[config.mk]
export PLATFORM = sky130hd
export DESIGN_NAME = fnd_scan_controller
export DESIGN_NICKNAME = d
export VERILOG_FILES = /design/src/rtl/fnd_scan_controller.sv
export SDC_FILE = /design/constraint.sdc
export NUM_CORES = 1
export LEC_CHECK = 0
export ABC_AREA = 1
export ABC_CLOCK_PERIOD_IN_PS = 1600
export CAP_MARGIN = 25
export CELL_PAD_IN_SITES_DETAIL_PLACEMENT = 1
export CELL_PAD_IN_SITES_GLOBAL_PLACEMENT = 2
export CORE_ASPECT_RATIO = 2
export CORE_UTILIZATION = 32
export CTS_CLUSTER_DIAMETER = 80
export CTS_CLUSTER_SIZE = 25
export DETAILED_ROUTE_END_ITERATION = 6
export GPL_ROUTABILITY_DRIVEN = 0
export MAX_ROUTING_LAYER = met4
export PLACE_DENSITY_LB_ADDON = 0.1
export SKIP_CTS_REPAIR_TIMING = 1
export SLEW_MARGIN = 15
export SYNTH_ARGS = -nofsm -noshare
export SYNTH_HDL_FRONTEND = slang
export SYNTH_SLANG_ARGS = --single-unit
[constraint.sdc]
create_clock -name i_clk -period 1.6 [get_ports i_clk]
set_input_delay 0.32 -clock i_clk [delete_from_list [all_inputs] [get_ports i_clk]]
set_output_delay 0.32 -clock i_clk [all_outputs]
set_load 0.01 [all_outputs]
[src/rtl/fnd_scan_controller.sv]
// 4-digit FND scan controller: binary load -> 14-cycle double-dabble -> commit; outputs registered, one cycle behind the digit tick.
// i_load is ignored while o_busy; leading-zero blanking enabled by FND_BLANK_LEADING_ZERO_EN.
module fnd_scan_controller #(
  parameter int CLK_HZ         = 100_000_000,
  parameter int SCAN_HZ        = 1000,
  parameter int SEG_ACTIVE_LOW = 1
) (
  input  logic        i_clk,
  input  logic        i_reset_n,
  input  logic [13:0] i_value,
  input  logic        i_load,
  input  logic [3:0]  i_dp,
  output logic        o_busy,
  output logic [3:0]  o_fndSelect,
  output logic [7:0]  o_fndFont
);

  localparam int DIV = CLK_HZ / SCAN_HZ;
  localparam int PW  = (DIV > 1) ? $clog2(DIV) : 1;
  localparam logic [PW-1:0] PRE_MAX = PW'(DIV - 1);
  localparam logic [7:0] FONT_RST = (SEG_ACTIVE_LOW != 0) ? 8'hC0 : 8'h3F;

  localparam logic [1:0] ST_IDLE    = 2'd0;
  localparam logic [1:0] ST_CONVERT = 2'd1;
  localparam logic [1:0] ST_COMMIT  = 2'd2;

  logic [1:0]    r_state;
  logic [13:0]   r_bin;
  logic [15:0]   r_bcd;
  logic [3:0]    r_cnt;
  logic [15:0]   r_disp;
  logic [PW-1:0] r_pre;
  logic [1:0]    r_idx;

  logic          w_tick;
  logic [15:0]   w_bcd_adj;
  logic [3:0]    w_nib;
  logic [7:0]    w_seg;
  logic          w_blank;
  logic [7:0]    w_font_al;
  logic [7:0]    w_font;

  assign o_busy = (r_state != ST_IDLE);
  assign w_tick = (r_pre == PRE_MAX);

  always_comb begin
    w_bcd_adj = r_bcd;
    for (int n = 0; n < 4; n++) begin
      if (r_bcd[n*4 +: 4] >= 4'd5) w_bcd_adj[n*4 +: 4] = r_bcd[n*4 +: 4] + 4'd3;
    end
  end

  always_ff @(posedge i_clk or negedge i_reset_n) begin
    if (!i_reset_n) begin
      r_state <= ST_IDLE;
      r_bin   <= '0;
      r_bcd   <= '0;
      r_cnt   <= '0;
      r_disp  <= '0;
    end else begin
      case (r_state)
        ST_IDLE: begin
          if (i_load) begin
            r_bin   <= (i_value > 14'd9999) ? 14'd9999 : i_value;
            r_bcd   <= '0;
            r_cnt   <= '0;
            r_state <= ST_CONVERT;
          end
        end
        ST_CONVERT: begin
          {r_bcd, r_bin} <= {w_bcd_adj, r_bin} << 1;
          r_cnt          <= r_cnt + 4'd1;
          if (r_cnt == 4'd13) r_state <= ST_COMMIT;
        end
        ST_COMMIT: begin
          // whole 16-bit register in one edge so the scan never sees a half-updated value
          r_disp  <= r_bcd;
          r_state <= ST_IDLE;
        end
        default: r_state <= ST_IDLE;
      endcase
    end
  end

  always_ff @(posedge i_clk or negedge i_reset_n) begin
    if (!i_reset_n) begin
      r_pre <= '0;
      r_idx <= '0;
    end else begin
      r_pre <= w_tick ? '0 : r_pre + PW'(1);
      if (w_tick) r_idx <= r_idx + 2'd1;
    end
  end

  always_comb begin
    w_nib = r_disp[{r_idx, 2'b00} +: 4];
    case (w_nib)
      4'd0:    w_seg = 8'hC0;
      4'd1:    w_seg = 8'hF9;
      4'd2:    w_seg = 8'hA4;
      4'd3:    w_seg = 8'hB0;
      4'd4:    w_seg = 8'h99;
      4'd5:    w_seg = 8'h92;
      4'd6:    w_seg = 8'h82;
      4'd7:    w_seg = 8'hF8;
      4'd8:    w_seg = 8'h80;
      4'd9:    w_seg = 8'h90;
      default: w_seg = 8'hFF;
    endcase
  end

`ifdef FND_BLANK_LEADING_ZERO_EN
  always_comb begin
    case (r_idx)
      2'd3:    w_blank = (r_disp[15:12] == 4'd0);
      2'd2:    w_blank = (r_disp[15:8] == 8'd0);
      2'd1:    w_blank = (r_disp[15:4] == 12'd0);
      default: w_blank = 1'b0;
    endcase
  end
`else
  assign w_blank = 1'b0;
`endif

  always_comb begin
    w_font_al = w_blank ? 8'hFF : w_seg;
    if (i_dp[r_idx]) w_font_al[7] = 1'b0;
    w_font = (SEG_ACTIVE_LOW != 0) ? w_font_al : ~w_font_al;
  end

  always_ff @(posedge i_clk or negedge i_reset_n) begin
    if (!i_reset_n) begin
      o_fndSelect <= 4'b0001;
      o_fndFont   <= FONT_RST;
    end else begin
      o_fndSelect <= 4'b0001 << r_idx;
      o_fndFont   <= w_font;
    end
  end

endmodule

==> results.tsv <==
metric	value	unit
Worst Setup Slack, final	0.0830	ns
Reg area	2080	sq um
P per Cell Area	1620	nW/um^2
Post-synth top flop	dfrtp_1	
Post-DP HPWL	8330	microns
Avg Vias per Cell	4.81	
f_max	0.659	GHz
ys async rst share	1.00	
Worst EP required	1.28	ns
CP Launch Type	register	
crit path max fanout	1	
gr ovfl total	0	
Avg Inst Size Synth	8.20	sq um
vias	3558	
final hold violation count	0	
flop2flop setup slack	0.10	ns
leading cell types by total area after synthesis	dfrtp_1 (47%), nand2_1 (14%), ha_1 (5.8%)	
clk_lat worst skew	0.34	ns
syn nets	564	
dpl cell area	4960	sq um
Pins Over Slew Limit	0	
initial core utilization	0.328	
part of the cycle the worst path needs	0.948	
WL/cell	14.6	microns
Post-synth top cells	nand2_1 (160), dfrtp_1 (80), inv_1 (55), nor2_1 (50), nand3_1 (34)	
count leader, synth	nand2_1	
CTS Buf Count	9	
R2R cell count	9	
CP arrival	1.20	ns
multi-input logic area	1950	sq um
number of core rows	59	
largest net degree at the start of global routing	43	
top cell type by total area after synthesis	dfrtp_1	
Finish-stage setup viols	0	
Root Driver	clkbuf_16	
HP Class	in -> async	
CTS max path bufs	2	
Slew headroom	0.740	
crit path cell chain	clkdlybuf4s50_1	
non-filler instance count after layout	739	
layout cells sized above 1	0.148	
worst path buffer plus inverter count	1	
Area Growth Syn to Fin	25.4	%
Post-synth EDFFs	0	
WS Path Type	reg -> out	
post-route cell area	5380	sq um
first-pass GRT wire length	18500	microns
Worst-path clk slew	0.07	ns
Leakage	2.66	nW
Synth Warn #	0	
TritonRoute pass-1 iters	6	
initial antenna violation count	0	
worst slew pin tran	0.389	ns
DIE WIDTH	83.9	microns
Max stage delay on crit path	0.53	ns
fin crit period	1.52	ns
Synth top area share	0.467	
failing checks	design-rule violations	
CP Capture Type	output port	
dpl cells	719	
clock sink total	83	
reg2reg end	o_fndFont[3]	
library cells used by synthesis	31	
Max-Cap Viols	0	
Synth Instances	523	
vias in the first global route	3801	
Synth Cell Area	4290	sq um
Reg2Reg Launch Point	r_idx[0]	
#FFs+latches synth	83	
die height	166	microns
net count reported at finish	623	
# fillers	1575	
VDD IR max	647	uV
Ant. Diodes	0	
CORE AREA	13100	sq um
# IOs	34	
DRT Wirelength	10800	microns
number of port buffers	33	
Routed Antenna Nets	0	
CP max stage cell	clkdlybuf4s50_1	
delay-heaviest family, CP	buffers and inverters	
Starting DRT DRC Count	123	
status	complete, but fails checks	
GRT Overall Usage	0.175	
CTS tree	built	
die area	13900	sq um
skew final	0.00664	ns
CTS H-Tree Depth	3	
Remaining DRCs	6	
DP Worst Slack	-0.157	ns
Seq/Total Area, Yosys	0.485	
[per-stage QoR]
step	power (mW)	hold slack [ns]	utilization	TNS [ns]
final	8.74	0.436	0.412	0
after global routing	9.49	0.453	0.412	-0.0130
after CTS	8.76	-0.104	0.403	-0.554
after detailed placement	6.52	0.266	0.379	-1.04
after global placement	6.36	0.267	0.379	-0.683
after floorplan	5.37	0.0244	-	0
[worst max path at each step]
| stage | cells past startpoint | start | endpoint |
|---|---|---|---|
| global placement | 9 | i_value[4] | r_bin[8] |
| floorplan | 8 | r_idx[1] | o_fndFont[5] |
| global route | 10 | r_idx[0] | o_fndFont[4] |
| CTS | 3 | r_state[0] | o_busy |
| finish | 1 | o_fndFont[1] | o_fndFont[1] |
| detailed placement | 9 | i_value[4] | r_bin[9] |
[report_power, final]
group	switching, mW	total, mW	leakage [nW]	internal, mW
Combinational	1.90	3.28	1.48	1.37
Clock	0.914	2.18	0.150	1.27
Sequential	0.479	3.28	1.03	2.80
Total	3.30	8.74	2.66	5.45
[cell usage in the layout (no fill, tap or decap), types with 7 or more instances in the layout]
cell and instances:
nand2_1 156, dfrtp_1 79, inv_1 54, nor2_1 48, nand3_1 30, o21ai_0 30, clkdlybuf4s50_1 28, buf_4 22
ha_1 19, xor2_1 13, nand2_2 11, a22oi_1 10, clkbuf_16 9, o22ai_1 8, nand3_2 7, o21ai_1 7
[final cells by class]
class,count,area share
flip-flops and latches,83,0.387
inverters,61,0.0437
multi-input cells,366,0.363
clock inverters,6,0.0135
well taps,152,0.0353
clock buffers,10,0.0444
repair buffers,61,0.113
[routing by layer]
layer / global-route usage / wire length, microns / up-vias
met3: 0.0273 / 183 / 15
met1: 0.163 / 3810 / 1738
met4: 0.0585 / 202 / 0
li1: - / - / 1767
met2: 0.348 / 6570 / 38
met5: - / 0 / -
[registers in the layout, indices dropped and copies added (netlist names)]
name	count
o_fndSelect	4
r_bcd	16
r_pre	17
r_cnt	4
r_idx	2
r_disp	16
r_state	2
o_fndFont	8
r_bin	14
[kinds of logic (layout without fill, tap and decap cells)]
kind of cell	after synthesis	after routing	share of synthesized area
buffers and inverters	74	138	0.0726
AOI/OAI and AO/OA	64	64	0.0872
adders and majority gates	20	20	0.0583
xor gates and xnor gates	13	13	0.0265
DFF	83	83	0.485
and+or+nand+nor	269	269	0.270
Power figures use the tool's default switching activity.
